[src/rtl/alu_operand_stage.sv]
// ID->EX pipeline register in front of the ALU.
// Captures decoded fields, forwards EX/WB results over stale regfile values,
// selects the ALU operands and presents them registered. A load in EX whose
// destination is read by the incoming instruction holds decode for a cycle.
// Handshake: a transfer happens on a rising edge where valid and ready are both
// high; ready never depends on valid, and a presented output payload stays
// stable until out_ready is seen high.
module alu_operand_stage #(
    parameter int XLEN   = 32,
    parameter int REG_AW = 5,
    parameter int OP_W   = 3,
    parameter int CNT_W  = 16
) (
    input  logic              clk,
    input  logic              reset,
    input  logic              flush,
    input  logic              in_valid,
    output logic              in_ready,
    input  logic [REG_AW-1:0] rs1_addr,
    input  logic [REG_AW-1:0] rs2_addr,
    input  logic [XLEN-1:0]   rs1_data,
    input  logic [XLEN-1:0]   rs2_data,
    input  logic              rs1_used,
    input  logic              rs2_used,
    input  logic [XLEN-1:0]   pc,
    input  logic [XLEN-1:0]   imm,
    input  logic              use_pc_a,
    input  logic              use_imm_b,
    input  logic [OP_W-1:0]   op_in,
    input  logic              mod_in,
    input  logic [REG_AW-1:0] rd_addr,
    input  logic              rd_we,
    input  logic [REG_AW-1:0] ex_rd_addr,
    input  logic              ex_rd_we,
    input  logic              ex_is_load,
    input  logic [XLEN-1:0]   ex_result,
    input  logic [REG_AW-1:0] wb_rd_addr,
    input  logic              wb_rd_we,
    input  logic [XLEN-1:0]   wb_result,
    output logic              out_valid,
    input  logic              out_ready,
    output logic [XLEN-1:0]   alu_a,
    output logic [XLEN-1:0]   alu_b,
    output logic [OP_W-1:0]   alu_op,
    output logic              alu_mod,
    output logic [REG_AW-1:0] out_rd_addr,
    output logic              out_rd_we,
    output logic [XLEN-1:0]   out_store_data,
    output logic [CNT_W-1:0]  stall_count
);

    logic              r_out_valid;
    logic [XLEN-1:0]   r_alu_a;
    logic [XLEN-1:0]   r_alu_b;
    logic [OP_W-1:0]   r_alu_op;
    logic              r_alu_mod;
    logic [REG_AW-1:0] r_rd_addr;
    logic              r_rd_we;
    logic [XLEN-1:0]   r_store_data;
    logic [CNT_W-1:0]  r_stall_count;

    logic [XLEN-1:0]   w_fwd_rs1;
    logic [XLEN-1:0]   w_fwd_rs2;
    logic              w_hazard;
    logic              w_in_ready;
    logic              w_capture;
    logic              w_cnt_max;

    // Operand bypass: a non-load EX result is newest, then WB, then the regfile.
    // x0 is hardwired zero, so it is never bypassed.
    always_comb begin
        w_fwd_rs1 = rs1_data;
        w_fwd_rs2 = rs2_data;
        if (rs1_addr != '0 && ex_rd_we && ex_rd_addr == rs1_addr && !ex_is_load) begin
            w_fwd_rs1 = ex_result;
        end else if (rs1_addr != '0 && wb_rd_we && wb_rd_addr == rs1_addr) begin
            w_fwd_rs1 = wb_result;
        end
        if (rs2_addr != '0 && ex_rd_we && ex_rd_addr == rs2_addr && !ex_is_load) begin
            w_fwd_rs2 = ex_result;
        end else if (rs2_addr != '0 && wb_rd_we && wb_rd_addr == rs2_addr) begin
            w_fwd_rs2 = wb_result;
        end
    end

    // Load data is not available until WB, so a dependent instruction must wait.
    assign w_hazard = ex_is_load && ex_rd_we && (ex_rd_addr != '0) &&
                      ((rs1_used && rs1_addr == ex_rd_addr) ||
                       (rs2_used && rs2_addr == ex_rd_addr));

    assign w_in_ready = !flush && !w_hazard && (!r_out_valid || out_ready);
    assign w_capture  = in_valid && w_in_ready;
    assign w_cnt_max  = (r_stall_count == {CNT_W{1'b1}});

    // Output register: capture, drain, or drop on flush; payload moves only on capture.
    always_ff @(posedge clk) begin
        if (reset) begin
            r_out_valid  <= 1'b0;
            r_alu_a      <= '0;
            r_alu_b      <= '0;
            r_alu_op     <= '0;
            r_alu_mod    <= 1'b0;
            r_rd_addr    <= '0;
            r_rd_we      <= 1'b0;
            r_store_data <= '0;
        end else if (flush) begin
            r_out_valid <= 1'b0;
        end else if (w_capture) begin
            r_out_valid  <= 1'b1;
            r_alu_a      <= use_pc_a ? pc : w_fwd_rs1;
            r_alu_b      <= use_imm_b ? imm : w_fwd_rs2;
            r_alu_op     <= op_in;
            r_alu_mod    <= mod_in;
            r_rd_addr    <= rd_addr;
            r_rd_we      <= rd_we;
            r_store_data <= w_fwd_rs2;
        end else if (r_out_valid && out_ready) begin
            r_out_valid <= 1'b0;
        end
    end

    // Perf counter of load-use stall cycles; sticks at all-ones instead of wrapping.
    always_ff @(posedge clk) begin
        if (reset) begin
            r_stall_count <= '0;
        end else if (in_valid && w_hazard && !flush && !w_cnt_max) begin
            r_stall_count <= r_stall_count + 1'b1;
        end
    end

    assign in_ready       = w_in_ready;
    assign out_valid      = r_out_valid;
    assign alu_a          = r_alu_a;
    assign alu_b          = r_alu_b;
    assign alu_op         = r_alu_op;
    assign alu_mod        = r_alu_mod;
    assign out_rd_addr    = r_rd_addr;
    assign out_rd_we      = r_rd_we;
    assign out_store_data = r_store_data;
    assign stall_count    = r_stall_count;

endmodule
[config.mk]
export PLATFORM = sky130hd
export DESIGN_NAME = alu_operand_stage
export DESIGN_NICKNAME = d
export VERILOG_FILES = /design/src/rtl/alu_operand_stage.sv
export SDC_FILE = /design/constraint.sdc
export NUM_CORES = 1
export LEC_CHECK = 0
export CORE_MARGIN = 2
export CORE_UTILIZATION = 30
export DETAILED_ROUTE_END_ITERATION = 10
export PLACE_DENSITY = 0.65
export SLEW_MARGIN = 20
export SYNTH_ARGS = -nofsm -noshare
export SYNTH_HDL_FRONTEND = slang
export SYNTH_SLANG_ARGS = --single-unit
[constraint.sdc]
create_clock -name clk -period 6 [get_ports clk]
set_input_delay 0.9 -clock clk [delete_from_list [all_inputs] [get_ports clk]]
set_output_delay 0.9 -clock clk [all_outputs]
set_load 0.05 [all_outputs]
Word-level counts from Yosys, hierarchy flattened --
Index checks and enable logic that the tools add are counted.
Storage, ports and cells: flip-flop bits (word level) 123, latch bits 0, memory bits (writable) 0, bits in read-only memories 0, bits of input ports 234, logic and storage cells 61, memories 0
Operators by class: $add $sub $neg 1, multipliers 0, div/mod/pow operators 0, $lt $le $gt $ge 0, equal/unequal tests 7, shifts and indexed selects 0, multiplexer cells 8, bitwise logic cells 1, reductions and logical operators 35
Operators with widths (count):
- 32-bit two-way mux | 6
- 5-bit equality test | 6
- 1-bit logical AND | 22
- 16-bit by 1-bit adder with 16-bit output (second input constant) | 1
- 16-bit equality test (second input constant) | 1
- 5-bit nonzero test | 3
- 1-bit logical NOT | 5
- 1-bit logical OR | 2
- 1-bit two-way mux | 2
- 2-bit AND reduction | 1
- 2-bit nonzero test | 1
- 2-bit OR reduction | 1
- 1-bit inverter | 1

Logic depth before layout (Yosys ltp) --
Gate-level depths: netlist (run 1).
depth in word-level cells 9, mapped depth 9

Worst setup path after synthesis (run 1) --
OpenSTA, ideal clock, no wires.
path kind input to output, start point in ex_rd_addr[0], end point out in_ready, data arrival time 3.154 ns, setup slack 1.946 ns, cell stages on the path 6, cell sequence or3_1 > o311a_1 > o21a_1 > clkbuf_1 > clkbuf_1 > nor3_1
Between the ends: longest elaborated chain between the ends 7, elaborated cells between the ends (all ways) 11, those cells by class eq/ne: 2; reduce/logical: 9
Ends and longest elaborated chain:
- start, declared | line 33 | input logic [REG_AW-1:0] ex_rd_addr,
- 5-bit equality test (on tied branches) | line 88, 89
- 1-bit logical AND (on tied branches) | line 88, 89
- 1-bit logical OR | line 88 | ((rs1_used && rs1_addr == ex_rd_addr) ||
- 1-bit logical AND (*) | line 87 | assign w_hazard = ex_is_load && ex_rd_we && (ex_rd_addr != '0) &&
- 1-bit logical NOT (*) | line 91 | assign w_in_ready = !flush && !w_hazard && (!r_out_valid || out_ready);
- 1-bit logical AND (*) (2 in series) | line 91
- end, declared | line 18 | output logic in_ready,
Mark *: on every way between the ends. The rest lies on a longest branch, timed or not.

Worst setup path in the final report (run 1) --
start point in rs2_addr[0], end point out in_ready
Between the ends: longest elaborated chain between the ends 7
Ends and longest elaborated chain:
- start, declared | line 20 | input logic [REG_AW-1:0] rs2_addr,
- 5-bit equality test | line 89 | (rs2_used && rs2_addr == ex_rd_addr));
- 1-bit logical AND | line 89
- 1-bit logical OR | line 88
- 1-bit logical AND | line 87
- 1-bit logical NOT | line 91
- 1-bit logical AND (2 in series) | line 91
Every way passes these cells.

==> parameters.txt, run 1 <==
Parameter                              Value

Final layout
  Layout overhead on the synthesized area ... 59.4%
  Filler cell count ... 2352
  Ratio of cells with drive above 1 in the final layout ... 0.0632
  Core utilization of the finished layout ... 0.490
  Number of nets in the final layout ... 1472
  Number of non-filler instances in the completed layout ... 1572

Route
  Wirelength, routed ... 35.0 mm
  Drt initial violations ... 797
  DRT Pass-1 Iters ... 5
  Total DRC errors in the routed layout ... 0
  Detail-routed net length per standard cell ... 22.3 microns
  Total vias in the final route ... 8879
  Remaining antenna violation count after routing ... 0
  Vias per cell ... 5.65

Synth
  Post-synthesis average cell area ... 7.60 sq um
  Yosys cell types ... 52
  Cells after Synth ... 951
  Area fraction of the dominant cell type after synthesis ... 0.341
  Leading register cell type out of synthesis ... dfxtp_1
  Number of storage elements in the synthesis netlist ... 123
  Cell type with the largest total area after synthesis ... dfxtp_1
  Share of the yosys chip area belonging to registers ... 0.341
  Share of flip-flops with an asynchronous set or reset ... 0
  Post-synthesis cell area ... 7230 sq um
  Most instantiated library cell after synthesis ... dfxtp_1
  Syn nets ... 1186
  Synth area leaders ... dfxtp_1 34%, a21oi_1 7.7%, a311oi_1 7.6%
  Top post-synthesis cells by count ... 123 x dfxtp_1, 117 x nand2_1, 111 x a21oi_1
  Number of synthesized flops with an enable pin ... 0
  Total number of yosys warnings ... 0

Clock tree
  H-tree levels ... 4
  Buffers from clock root to sink, at most ... 2
  Clock transition at the registers of the reported paths ... 0.06 ns
  Cell at the root of the clock tree ... clkbuf_16
  CTS Hold Bufs ... 0
  Count of clock tree sinks ... 123
  Post CTS Setup Buffer Count ... 0
  Cells resized by post-CTS repair ... 0
  Clock tree from TritonCTS ... done
  Number of buffers inserted during clock tree synthesis ... 17
  Worst-Skew Late Latency ... 0.42 ns

STA
  Upper clock frequency limit ... 252 MHz
  TNS Setup ... 0 ns
  Number of failing hold endpoints at the final stage ... 0
  Post-route clock period utilization ... 0.662
  Hold slack final ... 0.475 ns
  Final min period ... 3.97 ns
  Endpoints failing setup ... 0
  RSZ-0062 raised after global routing ... no
  Max Clock Skew ... 0.0107 ns
  Slew at the pin closest to its max-slew limit ... 1.04 ns
  Max transition margin ... 0.307
  Max Slew Vio Count ... 0

Run status
  Run status ... finished clean

Setup path
  Arrival time worst endpoint ... 3.07 ns
  Critical path, cell by cell ... clkdlybuf4s50_1 > xnor2_1 > nand4_1 > buf_4 > nor2_1 > o21a_2 > nor3_1 > buf_4
  Number of buffers and inverters on the critical path ... 3
  Highest fanout seen on the critical path ... 24
  Gate family responsible for the most delay along the worst path ... buffers and inverters
  Top cell by count, worst path ... buf_4
  CP required ... 5.10 ns
  CP Launch Type ... primary input
  Peak per-stage delay on the critical path ... 0.62 ns
  Kind of end point of the critical path ... output pin
  Setup Crit Path Kind ... in -> out
  Crit path max-delay cell type ... clkdlybuf4s50_1

Floorplanning
  Area of the placeable core ... 23500 sq um
  Height of the die ... 159 microns
  Die ar. ... 25400 sq um
  Std cell rows ... 56
  Die X ... 159 microns
  Boundary Pins ... 358
  Initial standard-cell utilization of the core ... 0.307

Place
  Post-DP HPWL ... 26.0 mm
  Inst Count DP ... 1537
  Count of buffers inserted at the top-level ports ... 357
  Routability-driven placement congestion ratio ... 0.875

Power and ir drop
  Lkg Pwr ... 3.91 nW
  Pwr dens ... 235 nW/um^2
  Sum of internal, switching and leakage power ... 2.71 mW
  Maximum resistive drop on vdd ... 0.000109 V

Global routing
  Global Route Usage Sum ... 0.268
  Number of antenna violations at the first check in global routing ... 5
  Global-route wire length before repair ... 53.1 mm
  GRT overflow ... 0
  Pin count of the biggest net entering global routing ... 106
  Vias in the first global route ... 8615

Hold path
  Worst min-delay path class ... reg -> reg

Job
  Total of max-cap violations ... 0
metrics by stage:
step | worst slack (ns) | cell area, sq um
6_report | 2.03 | 11500
4_1_cts | 2.04 | 11500
2_1_floorplan | 1.95 | 7230
3_3_place_gp | 1.94 | 10900
5_1_grt | 1.95 | 11500
3_5_place_dp | 1.91 | 10900
power by group:
part	switching, mW	total, mW	internal [mW]
Combinational	0.399	0.695	0.295
Sequential	0.0255	0.887	0.862
Clock	0.424	1.13	0.706
logic make-up after synthesis:
logic type | count (synthesis) | synth area share
AO/OA/AOI/OAI | 346 | 0.325
AND/OR/NAND/NOR | 338 | 0.225
XOR/XNOR | 20 | 0.0242
adder cells (fa/ha/maj) | 1 | 0.00173
buffers and inverters | 114 | 0.0701
multiplexers | 9 | 0.0140
flip-flops | 123 | 0.341
placed cells by master, fill, tap and decap left out, types with 6 or more instances in the layout:
master / count
dfxtp_1: 123
clkdlybuf4s50_1: 353
a311oi_1: 63
a21oi_1: 111
or4_1: 7
nor2_1: 51
nor2b_1: 10
a311o_1: 22
or3_1: 7
nand4_1: 27
a211o_1: 10
nand2_1: 117
a22oi_1: 10
buf_4: 19
nor3_1: 25
a221o_1: 9
and2_1: 11
inv_1: 6
a31oi_1: 21
xnor2_1: 17
mux2_2: 9
clkbuf_16: 17
o211ai_1: 11
nand3_1: 58
o2111ai_1: 9
o21ai_0: 65
registers in the layout (all words and copies together) (netlist names), 3 cells and up:
| register | flops |
|---|---|
| alu_a | 32 |
| alu_b | 32 |
| out_store_data | 32 |
| stall_count | 16 |
| out_rd_addr | 5 |
| alu_op | 3 |
worst paths after layout:
| path | from | end | slack (ns) | cells after the start |
|---|---|---|---|---|
| min | out_store_data[4]$_SDFFE_PP0P_ | out_store_data[4]$_SDFFE_PP0P_ | 0.47 | 2 |
| min reg2reg | out_store_data[4]$_SDFFE_PP0P_ | out_store_data[4]$_SDFFE_PP0P_ | 0.47 | 2 |
| max reg2reg | out_valid$_SDFFE_PP0P_ | alu_b[28]$_SDFFE_PP0P_ | 3.78 | 6 |
| max | rs2_addr[0] | in_ready | 2.03 | 8 |
metal layers:
layer,vias to the layer above,track usage,routed length (microns)
met3,43,0.0766,3010
met5,-,0,13
met4,2,0.0831,722
met2,457,0.425,16100
met1,4204,0.354,15200
li1,4173,-,-
worst reg2reg max path, stage by stage (launching register included):
cell and delay [ns]:
dfxtp_1 0.34, nor2b_1 0.38, nand2b_2 0.20, buf_4 0.39, nor2_4 0.22, buf_4 0.30, a311oi_1 0.30
final cells by class:
cell class                      count  area, sq um  share of cell area
Sequential cell                   123         2460               0.214
Multi-Input combinational cell    714         4300               0.373
Inverter                            6         22.5             0.00195
Tap cell                          319          399              0.0346
Timing Repair Buffer              375         3700               0.321
Clock buffer                       18          429              0.0372
Antenna cell                        3         7.51            0.000651
Clock inverter                     14          210              0.0182
Power figures use the tool's default switching activity.
==> inputs of run 2 (changes only) <==
PLACE_DENSITY = 0.67   (was 0.65)
clock period = 3.3 ns   (was 6 ns; I/O delays follow)
==> parameters.txt, run 2 (synthesis gave the netlist of run 1 again) <==
Parameter                              Value

Run status
  Run status ... finished clean (unchanged)

Clock tree
  Cells resized by post-CTS repair ... 0 (unchanged)
  Number of buffers inserted during clock tree synthesis ... 17 (unchanged)
  CTS Hold Bufs ... 0 (unchanged)
  H-tree levels ... 4 (unchanged)
  Buffers from clock root to sink, at most ... 2 (unchanged)
  Clock tree from TritonCTS ... done (unchanged)
  Count of clock tree sinks ... 123 (unchanged)
  Worst-Skew Late Latency ... 0.42 ns (about the same)
  Cell at the root of the clock tree ... clkbuf_16 (unchanged)
  Clock transition at the registers of the reported paths ... 0.05 ns (was 0.06 ns)
  Post CTS Setup Buffer Count ... 0 (unchanged)

Route
  Total vias in the final route ... 9051 (was 8879)
  DRT Pass-1 Iters ... 8 (was 5)
  Met1 wire length ... 14.8 mm (was 15.2 mm)
  Vias per cell ... 5.70 (was 5.65)
  Wire length on met2 ... 16.3 mm (was 16.1 mm)
  Total DRC errors in the routed layout ... 0 (unchanged)
  Detail-routed net length per standard cell ... 22.0 microns (was 22.3 microns)
  Drt initial violations ... 967 (was 797)
  Top layer in use ... met5 (unchanged)
  Met3 wire len ... 3.11 mm (was 3.01 mm)
  Remaining antenna violation count after routing ... 0 (unchanged)
  Wirelength, routed ... 35.0 mm (about the same)

Setup path
  Arrival time worst endpoint ... 2.54 ns (was 3.07 ns)
  CP Launch Type ... primary input (unchanged)
  Startpoint of the most critical setup path ... rs2_addr[0] (unchanged)
  Highest fanout seen on the critical path ... 17 (was 24)
  Crit Reg-Reg Startpoint ... stall_count[3]$_SDFFE_PP0P_ (was out_valid$_SDFFE_PP0P_)
  CP required ... 2.80 ns (was 5.10 ns)
  Path depth of the worst reg2reg path ... 5 (was 6)
  Kind of end point of the critical path ... output pin (unchanged)
  Setup Crit Path Kind ... in -> out (unchanged)

Power and ir drop
  Lkg Pwr ... 4.03 nW (was 3.91 nW)
  Sum of internal, switching and leakage power ... 4.86 mW (was 2.71 mW)
  Maximum resistive drop on vdd ... 0.000211 V (was 0.000109 V)
  Pwr dens ... 415 nW/um^2 (was 235 nW/um^2)

Place
  Routability-driven placement congestion ratio ... 0.921 (was 0.875)
  Inst Count DP ... 1556 (was 1537)
  Placed instance area ... 11100 sq um (was 10900 sq um)
  Count of buffers inserted at the top-level ports ... 357 (unchanged)
  Post-DP HPWL ... 26.7 mm (was 26.0 mm)
  Setup slack after placement ... 0.211 ns (was 1.91 ns)

STA
  Final min period ... 3.04 ns
  Max Slew Vio Count ... 0 (unchanged)
  TNS Setup ... 0 ns (unchanged)
  Post-route clock period utilization ... 0.921
  Endpoints failing setup ... 0 (unchanged)
  Number of failing hold endpoints at the final stage ... 0 (unchanged)
  RSZ-0062 raised after global routing ... no (unchanged)
  Setup ws final ... 0.262 ns (was 2.03 ns)
  Max Clock Skew ... 0.0123 ns (was 0.0107 ns)
  Slew at the pin closest to its max-slew limit ... 0.864 ns (was 1.04 ns)
  Upper clock frequency limit ... 329 MHz
  Max transition margin ... 0.424 (was 0.307)

Floorplanning
  Area of the placeable core ... 23500 sq um (unchanged)
  Std cell rows ... 56 (unchanged)
  Die ar. ... 25400 sq um (unchanged)
  Die X ... 159 microns (unchanged)
  Boundary Pins ... 358 (unchanged)
  Height of the die ... 159 microns (unchanged)
  Initial standard-cell utilization of the core ... 0.307 (unchanged)

Final layout
  Ratio of cells with drive above 1 in the final layout ... 0.0773 (was 0.0632)
  Final cell area excluding filler cells ... 11700 sq um (was 11500 sq um)
  Number of non-filler instances in the completed layout ... 1588 (was 1572)
  Most used cells in the layout excluding fill and tap cells ... 353 x clkdlybuf4s50_1, 123 x dfxtp_1, 117 x nand2_1 (unchanged)
  Number of nets in the final layout ... 1491 (was 1472)
  Most common library cell in the layout ignoring fill and taps ... clkdlybuf4s50_1 (unchanged)
  Layout overhead on the synthesized area ... 62.3% (was 59.4%)

Global routing
  Number of antenna violations at the first check in global routing ... 1 (was 5)
  Global-route wire length before repair ... 52.5 mm (was 53.1 mm)
  Pin count of the biggest net entering global routing ... 76 (was 106)
  Global Route Usage Sum ... 0.267 (was 0.268)
  GRT overflow ... 0 (unchanged)
  Vias in the first global route ... 8596 (was 8615)

Hold path
  Min-delay src ... out_rd_we$_SDFFE_PP0P_ (was out_store_data[4]$_SDFFE_PP0P_)
  Worst min-delay path class ... reg -> reg (unchanged)
  Number of cells on the worst hold path ... 2 (unchanged)

Job
  Total of max-cap violations ... 0 (unchanged)
-- run 2: changes by cell type in the layout (fill, tap and decap cells not counted), moves of 2 or more --
cell	before	now
buf_12	0	8
buf_4	19	31
clkinv_2	0	2
diode_2	3	1
inv_8	2	0
-- run 2: worst max-delay path: stages --
cell	delay, ns
clkdlybuf4s50_1	0.63
xnor2_1	0.16
nand4_1	0.17
nor2_1	0.32
o21a_2	0.44
nor3_1	0.10
buf_4	0.21
-- run 2: report_power, final --
group,switching [mW],internal (mW)
registers,0.0468,1.57
clock network,0.752,1.21
logic,0.733,0.553
total,1.53,3.33
-- run 2: cell type report --
type | instances | area, sq um
antenna | 1 | 2.50
clock buffer | 18 | 439
clock inverter | 13 | 168
fill | 2303 | 11800
inverter | 6 | 22.5
multi-input combinational | 714 | 4300
sequential | 123 | 2460
tap | 319 | 399
timing repair buffer | 394 | 3940
-- run 2: per-stage QoR --
stage / hold WS [ns] / util
2_1_floorplan: 0.574 / -
3_3_place_gp: 0.459 / 0.472
3_5_place_dp: 0.467 / 0.472
4_1_cts: 0.475 / 0.498
5_1_grt: 0.494 / 0.498
6_report: 0.472 / 0.498
-- run 2: final timing paths --
path / to / slack, ns
setup reg to reg: stall_count[10]$_SDFFE_PP0P_ / 1.24
hold reg to reg: out_rd_we$_SDFFE_PP0P_ / 0.47
setup / recovery: in_ready / 0.26
hold / removal: out_rd_we$_SDFFE_PP0P_ / 0.47
-- run 2: routing by layer --
metal / up-vias / GRT usage
met5: - / 0
met4: 2 / 0.0756
met3: 47 / 0.0682
met2: 506 / 0.437
met1: 4292 / 0.347
li1: 4204 / -
==> inputs of run 3 (changes only) <==
CORE_UTILIZATION = 37   (was 30)
PLACE_DENSITY = 0.8   (was 0.67)
SKIP_LAST_GASP = 1   (was not set)
==> parameters.txt, run 3 (synthesis gave the netlist of run 1 again) <==
Parameter                              Value

Run status
  Run status ... finished clean (unchanged)

STA
  Setup ws final ... 0.184 ns (was 0.262 ns)
  Max Clock Skew ... 0.00606 ns (was 0.0123 ns)
  TNS Setup ... 0 ns (unchanged)
  Slew at the pin closest to its max-slew limit ... 1.05 ns (was 0.864 ns)
  Post-route clock period utilization ... 0.944 (was 0.921)
  Max transition margin ... 0.302 (was 0.424)
  Final min period ... 3.12 ns (was 3.04 ns)
  Endpoints failing setup ... 0 (unchanged)
  RSZ-0062 raised after global routing ... no (unchanged)
  Upper clock frequency limit ... 321 MHz (was 329 MHz)
  Number of failing hold endpoints at the final stage ... 0 (unchanged)
  Max Slew Vio Count ... 0 (unchanged)

Final layout
  Layout overhead on the synthesized area ... 61.5% (was 62.3%)
  FF/Latch Area ... 2460 sq um (unchanged)
  Filler cell count ... 1734 (was 2303)
  Multi-input combinational cell area ... 4300 sq um (about the same)
  Number of nets in the final layout ... 1489 (was 1491)
  Most common library cell in the layout ignoring fill and taps ... clkdlybuf4s50_1 (unchanged)
  Final cell area excluding filler cells ... 11700 sq um (about the same)
  Ratio of cells with drive above 1 in the final layout ... 0.0758 (was 0.0773)
  Most used cells in the layout excluding fill and tap cells ... 353 x clkdlybuf4s50_1, 123 x dfxtp_1, 117 x nand2_1 (unchanged)

Setup path
  Number of buffers and inverters on the critical path ... 2 (unchanged)
  Gate family responsible for the most delay along the worst path ... buffers and inverters (unchanged)
  Critical path, cell by cell ... clkdlybuf4s50_1 > or3_1 > o311a_1 > o21a_2 > nor3_1 > buf_4 (was clkdlybuf4s50_1 > xnor2_1 > nand4_1 > nor2_1 > o21a_2 > nor3_1 > buf_4)
  Crit path max-delay cell type ... clkdlybuf4s50_1 (unchanged)
  Path depth of the worst reg2reg path ... 5 (unchanged)
  CP Launch Type ... primary input (unchanged)
  Crit. path cell count ... 6 (was 7)
  Arrival time worst endpoint ... 2.62 ns (was 2.54 ns)
  Highest fanout seen on the critical path ... 6 (was 17)
  Kind of end point of the critical path ... output pin (unchanged)
  Peak per-stage delay on the critical path ... 0.50 ns (was 0.63 ns)
  Setup Crit Path Kind ... in -> out (unchanged)
  CP required ... 2.80 ns (about the same)

Place
  Placed instance area ... 11000 sq um (was 11100 sq um)
  Post-DP HPWL ... 25.3 mm (was 26.7 mm)
  Setup slack after placement ... 0.189 ns (was 0.211 ns)
  Routability-driven placement congestion ratio ... 0.950 (was 0.921)
  Count of buffers inserted at the top-level ports ... 357 (unchanged)

Global routing
  Pin count of the biggest net entering global routing ... 74 (was 76)
  Number of antenna violations at the first check in global routing ... 7 (was 1)
  Vias in the first global route ... 8450 (was 8596)
  Global Route Usage Sum ... 0.315 (was 0.267)
  GRT overflow ... 0 (unchanged)
  Global-route wire length before repair ... 49.3 mm (was 52.5 mm)

Power and ir drop
  Maximum resistive drop on vdd ... 0.000393 V (was 0.000211 V)
  Lkg Pwr ... 4.01 nW (was 4.03 nW)
  Pwr dens ... 416 nW/um^2 (was 415 nW/um^2)
  Sum of internal, switching and leakage power ... 4.85 mW (was 4.86 mW)

Floorplanning
  Boundary Pins ... 358 (unchanged)
  Die X ... 144 microns (was 159 microns)
  Area of the placeable core ... 19300 sq um (was 23500 sq um)
  Initial standard-cell utilization of the core ... 0.374 (was 0.307)
  Die ar. ... 20700 sq um (was 25400 sq um)
  Height of the die ... 144 microns (was 159 microns)
  Std cell rows ... 51 (was 56)

Hold path
  Number of cells on the worst hold path ... 2 (unchanged)
  Worst min-delay path class ... reg -> reg (unchanged)

Clock tree
  Buffers from clock root to sink, at most ... 2 (unchanged)
  H-tree levels ... 4 (unchanged)
  Cells resized by post-CTS repair ... 0 (unchanged)
  Cell at the root of the clock tree ... clkbuf_16 (unchanged)
  Clock tree from TritonCTS ... done (unchanged)
  CTS Hold Bufs ... 0 (unchanged)
  Worst-Skew Late Latency ... 0.42 ns (about the same)
  Number of buffers inserted during clock tree synthesis ... 17 (unchanged)
  Count of clock tree sinks ... 123 (unchanged)
  Clock transition at the registers of the reported paths ... 0.06 ns (was 0.05 ns)
  Post CTS Setup Buffer Count ... 0 (unchanged)

Route
  Detail-routed net length per standard cell ... 21.8 microns (was 22.0 microns)
  Drt initial violations ... 1037 (was 967)
  Vias per cell ... 5.93 (was 5.70)
  Wirelength, routed ... 33.5 mm (was 35.0 mm)
  Total DRC errors in the routed layout ... 0 (unchanged)
  Remaining antenna violation count after routing ... 0 (unchanged)
  DRT Pass-1 Iters ... 5 (was 8)
  Total vias in the final route ... 9124 (was 9051)

Job
  Total of max-cap violations ... 0 (unchanged)
## run 3: report_power, final
group / leakage, nW / internal, mW / switching, mW
Clock: 0.286 / 1.21 / 0.742
Combinational: 2.72 / 0.557 / 0.721
Sequential: 1.01 / 1.57 / 0.0494
## run 3: area by class of cell
class | count | share of cell area
Clock buffer | 19 | 0.0380
Timing Repair Buffer | 392 | 0.337
Inverter | 6 | 0.00193
Tap cell | 265 | 0.0284
Clock inverter | 13 | 0.0142
Antenna cell | 6 | 0.00129
Sequential cell | 123 | 0.211
Multi-Input combinational cell | 714 | 0.368
## run 3: metrics by stage
stage	cells	hold slack, ns	util
final	1538	0.474	0.604
after CTS	1532	0.478	0.603
after detailed placement	1500	0.469	0.571
after global routing	1537	0.497	0.603
after global placement	1500	0.462	0.571
after floorplan	951	0.574	-
## run 3: per-layer routing
layer	track usage	share of wire	wire length, microns
met1	0.404	0.39	13100
met5	0	0.00063	21
met2	0.500	0.46	15500
met4	0.128	0.040	1330
met3	0.0853	0.10	3510
## run 3: final timing paths
check | slack [ns] | startpoint | to
max | 0.18 | ex_rd_addr[1] | in_ready
min | 0.47 | out_store_data[31]$_SDFFE_PP0P_ | out_store_data[31]$_SDFFE_PP0P_
max reg2reg | 1.22 | stall_count[3]$_SDFFE_PP0P_ | stall_count[2]$_SDFFE_PP0P_
min reg2reg | 0.47 | out_store_data[31]$_SDFFE_PP0P_ | out_store_data[31]$_SDFFE_PP0P_
## run 3: worst register-to-register path, cell delays in order, from the launching register on
cell and delay [ns]:
dfxtp_1 0.45, nand4_1 0.22, or3_1 0.46, nor2_1 0.40
nor3b_1 0.14, mux2_2 0.29
==> RTL change 1, RTL diff (config.mk and constraints of run 3) <==
`OP_W`: 3 -> 5.
--- a/src/rtl/alu_operand_stage.sv
+++ b/src/rtl/alu_operand_stage.sv
@@ -8,7 +8,7 @@
 module alu_operand_stage #(
     parameter int XLEN   = 32,
     parameter int REG_AW = 5,
-    parameter int OP_W   = 3,
+    parameter int OP_W   = 5,
     parameter int CNT_W  = 16
 ) (
     input  logic              clk,
Interface: changed (resized alu_op and op_in); port bits go from 358 to 362. The function was not compared with the original's and may differ.
==> RTL change 1 against run 3 <==
  * Cell area down 0.39%
  * Synthesized area about the same
  * Sequential cell count up 2
  * Fmax up 3.6%
  * Routed wire length down 0.30%
  * Critical endpoint unchanged
  * Worst setup slack better by 110 ps
  * Power down 1.2%
==> RTL change 1: results <==
{
  "status": "finished, final reports clean",
  "finalWeightedCongestion": 0.954,
  "compound_gate_fraction_of_synth_area": 0.336,
  "synthTopCellsByCount": "sky130_fd_sc_hd__nand2_1 (127), sky130_fd_sc_hd__dfxtp_1 (125), sky130_fd_sc_hd__a21oi_1 (123)",
  "setup.reg_to_reg.worst_slack_ps": 1310,
  "antenna_found_initial": 1,
  "vdd_drop_max_mv": 0.366,
  "synth_mux_area_frac": 0,
  "port_buffers": 361,
  "timing.critical_path.arrival_ps": 2510,
  "hpwlAfterDp_um": 24900,
  "ff2ff_path_depth": 6,
  "synth-xor-area-share": 0.0255,
  "grtUsageTotal": 0.312,
  "hold_start": "out_store_data[20]$_SDFFE_PP0P_",
  "finClkSkew_ps": 10.5,
  "syn-num-nets": 1205,
  "synthAdderAreaFrac": 0.00173,
  "layout-drive-gt1-share": 0.0586,
  "synth.area.top_cells": "sky130_fd_sc_hd__dfxtp_1 (35%), sky130_fd_sc_hd__a21oi_1 (8.5%), sky130_fd_sc_hd__a311oi_1 (7.8%), sky130_fd_sc_hd__nand2_1 (6.6%), sky130_fd_sc_hd__o21ai_0 (5.4%)",
  "hold_end": "out_store_data[20]$_SDFFE_PP0P_",
  "slew_margin_rel": 0.343,
  "detail_route.wirelength_um": 33400,
  "grt_start_max_net_pins": 65,
  "grt_pass1_wl_um": 48900,
  "num_vias": 9133,
  "p_sw_frac": 0.319,
  "layoutNonFillerInstCount": 1547
}
RTL change 1: cell types whose count changed in the layout (fill, tap and decap cells not counted), sizes merged, moves of 6 or more:
cell / change
a21oi: +12
buf: -6
mux2: -9
nand2: +10
nand3: +14
nand4: +6
nor2: -10
nor2b: -7
o21ai: +12
or3: +6
RTL change 1: per-stage QoR:
step | worst slack, ps | util | hold slack [ps] | cell area (um2)
5_1_grt | 193 | 0.601 | 491 | 11600
3_5_place_dp | 241 | 0.572 | 466 | 11100
2_1_floorplan | 37.7 | - | 574 | 7220
3_3_place_gp | 286 | 0.572 | 461 | 11100
4_1_cts | 315 | 0.601 | 474 | 11600
6_report | 293 | 0.601 | 474 | 11600
RTL change 1: critical path: stages:
cell and delay [ps]:
sky130_fd_sc_hd__clkdlybuf4s50_1 590, sky130_fd_sc_hd__xnor2_1 160, sky130_fd_sc_hd__nand4_1 130, sky130_fd_sc_hd__nor2_1 460, sky130_fd_sc_hd__o21a_1 380, sky130_fd_sc_hd__nor3_1 90
sky130_fd_sc_hd__buf_4 200
RTL change 1: kinds of logic after synthesis:
kind of cell               after synthesis
AOI/OAI and AO/OA                      366
and+or+nand+nor                        342
DFF                                    125
buffers and inverters                  113
xor gates and xnor gates                21
adders and majority gates                1
RTL change 1: worst max path at each step:
stage | from | endpoint | slack [ps] | cells past startpoint
after floorplan | ex_rd_addr[0] | in_ready | 40 | 6
after global placement | rs2_addr[1] | alu_b[0]$_SDFFE_PP0P_ | 290 | 9
after detailed placement | rs2_addr[1] | alu_b[0]$_SDFFE_PP0P_ | 240 | 9
after CTS | rs1_addr[0] | in_ready | 310 | 7
after global routing | rs1_addr[0] | in_ready | 190 | 7
final | rs1_addr[0] | in_ready | 290 | 7
RTL change 1: final cells by class:
type | instances | area, um2
Fill cell | 1724 | 7710
Multi-Input combinational cell | 730 | 4280
Timing Repair Buffer | 390 | 3930
Sequential cell | 125 | 2500
Clock buffer | 19 | 443
Tap cell | 265 | 332
Clock inverter | 11 | 120
Inverter | 5 | 18.8
Antenna cell | 2 | 5.00
RTL change 1: power by group through the flow:
stage | clock [mW] | sequential (mW) | combinational (mW)
after floorplan | 0 | 1.95 | 0.381
after global placement | 0 | 1.67 | 1.28
after detailed placement | 0 | 1.67 | 1.28
after CTS | 1.88 | 1.64 | 1.29
after global routing | 1.94 | 1.65 | 1.36
final | 1.86 | 1.64 | 1.29
RTL change 1: routing by layer:
| layer | vias to the layer above | GRT usage | part of all wire |
|---|---|---|---|
| li1 | 4265 | - | - |
| met1 | 4228 | 0.393 | 0.40 |
| met2 | 569 | 0.512 | 0.47 |
| met3 | 71 | 0.0856 | 0.097 |
| met4 | 0 | 0.111 | 0.034 |
| met5 | - | 0 | 0 |
==> RTL change 2, RTL diff (settings of run 3) <==
Made on the original files. Put one more register stage on the output `stall_count`, without a reset. The value now appears one clock later. The other outputs are not delayed to match.
--- a/src/rtl/alu_operand_stage.sv
+++ b/src/rtl/alu_operand_stage.sv
@@ -137,6 +137,8 @@
     assign out_rd_addr    = r_rd_addr;
     assign out_rd_we      = r_rd_we;
     assign out_store_data = r_store_data;
-    assign stall_count    = r_stall_count;
+    always_ff @(posedge clk) begin
+        stall_count <= r_stall_count;
+    end
 
 endmodule
Function: changed (a bounded check fails within 4 cycles, from zero or initial values and one cycle with reset high).
==> RTL change 2 against run 3 <==
  * Synthesized area grew 2.4%
  * Count of clock-buffer cells in the layout grew 1
  * Largest cell class unchanged
  * Cell area grew 1.5%
  * Worst setup slack gained 230 ps
  * Die area grew 2.3%
  * Routed wire length grew 7.4%
  * Sequential cell count grew 16
  * Highest routed layer is now met4
  * Power grew 2.2%
==> RTL change 2: results <==
{
  "period_minus_slack_ps": 2880,
  "hold_depth": 0,
  "drt-vias-per-instance": 6.03,
  "power.leakage_nw": 4.15,
  "layout-drive-gt1-share": 0.0695,
  "compound_gate_fraction_of_synth_area": 0.308,
  "synthAdderAreaFrac": 0.00169,
  "timing.final.hold_violations": 0,
  "syn-num-nets": 1191,
  "antenna_found_initial": 3,
  "vdd_drop_max_mv": 0.352,
  "number_of_global_route_vias_before_repair": 8934,
  "detailed_routing_iterations_pass_1": 6,
  "route.detailed.wl_per_inst_um": 23.2,
  "timing.critical_path.arrival_ps": 2390,
  "port_buffers": 357,
  "synth_mux_area_frac": 0.00592,
  "clock_latency_at_the_later_pin_of_the_worst_skew_pair_ps": 430,
  "grtUsageTotal": 0.323,
  "grt_start_max_net_pins": 99,
  "num_vias": 9337,
  "dpl-instance-area_um2": 11300,
  "worstMarginPinSlew_ps": 1070,
  "status": "finished, final reports clean",
  "setup.reg_to_reg.worst_slack_ps": 1020,
  "hpwlAfterDp_um": 26700,
  "synth_seq_area_share": 0.376,
  "synth.area.top_cells": "sky130_fd_sc_hd__dfxtp_1 (38%), sky130_fd_sc_hd__a21oi_1 (7.7%), sky130_fd_sc_hd__a311oi_1 (7.5%), sky130_fd_sc_hd__nand2_1 (5.9%), sky130_fd_sc_hd__o21ai_0 (4.3%)",
  "detail_route.iter0.violations": 1062,
  "grt_pass1_wl_um": 52900,
  "hold_ws_ps": 388,
  "pre_cts_worst_setup_slack_ps": 236,
  "crit-reg2reg-launch": "r_stall_count[0]$_SDFFE_PP0P_",
  "finClkSkew_ps": 13.5,
  "finalWeightedCongestion": 0.946,
  "numPlacedInstances": 1513,
  "critical_path.max_fanout": 4,
  "ys_types": 47,
  "hold_end": "stall_count[15]$_DFF_P_",
  "hold_start": "r_stall_count[15]$_SDFFE_PP0P_",
  "synth-xor-area-share": 0.0272
}
==> RTL change 2: cell types whose count changed after synthesis, sizes merged, moves of 4 or more <==
| cell | change |
|---|---|
| dfxtp | +16 |
| or4 | +10 |
| buf | -9 |
| a221oi | +7 |
| a221o | -6 |
| clkbuf | +6 |
| mux2 | -6 |
| o2111ai | -6 |
| o211ai | -5 |
| or3 | +5 |
| nand2b | -4 |
| nor2b | -4 |
==> RTL change 2: how the worst max path moves through the flow <==
| stage | end | startpoint |
|---|---|---|
| final | in_ready | ex_rd_addr[0] |
| after global routing | in_ready | ex_rd_addr[0] |
| after CTS | in_ready | ex_rd_addr[0] |
| after detailed placement | alu_a[4]$_SDFFE_PP0P_ | rs1_addr[1] |
| after global placement | alu_b[27]$_SDFFE_PP0P_ | rs2_addr[1] |
| after floorplan | in_ready | ex_rd_addr[0] |
==> RTL change 2: routing by layer <==
metal  up-vias  GRT usage  part of all wire
li1       4227          -                 -
met1      4414      0.384              0.38
met2       590      0.537              0.47
met3       106     0.0850             0.090
met4         0      0.168             0.054
met5         -          0                 0
==> RTL change 2: critical path: stages <==
cell and delay, ps:
sky130_fd_sc_hd__clkdlybuf4s50_1 480, sky130_fd_sc_hd__or3_1 390, sky130_fd_sc_hd__o311a_1 380, sky130_fd_sc_hd__o21a_2 200, sky130_fd_sc_hd__nor3_1 210, sky130_fd_sc_hd__buf_4 240
==> RTL change 2: power breakdown <==
part           total, mW  leakage, nW  internal (mW)  switching [mW]
sequential          1.81         1.14           1.76          0.0509
combinational       1.30         2.74          0.557           0.740
clock               1.85        0.271           1.06           0.784
==> RTL change 2: final cells by class <==
cell class	count	area (um2)
timing repair buffer	397	3950
fill	1758	7680
inverter	5	18.8
sequential	139	2780
clock buffer	20	447
multi-input combinational	707	4190
clock inverter	12	116
antenna	4	10.0
tap	265	332
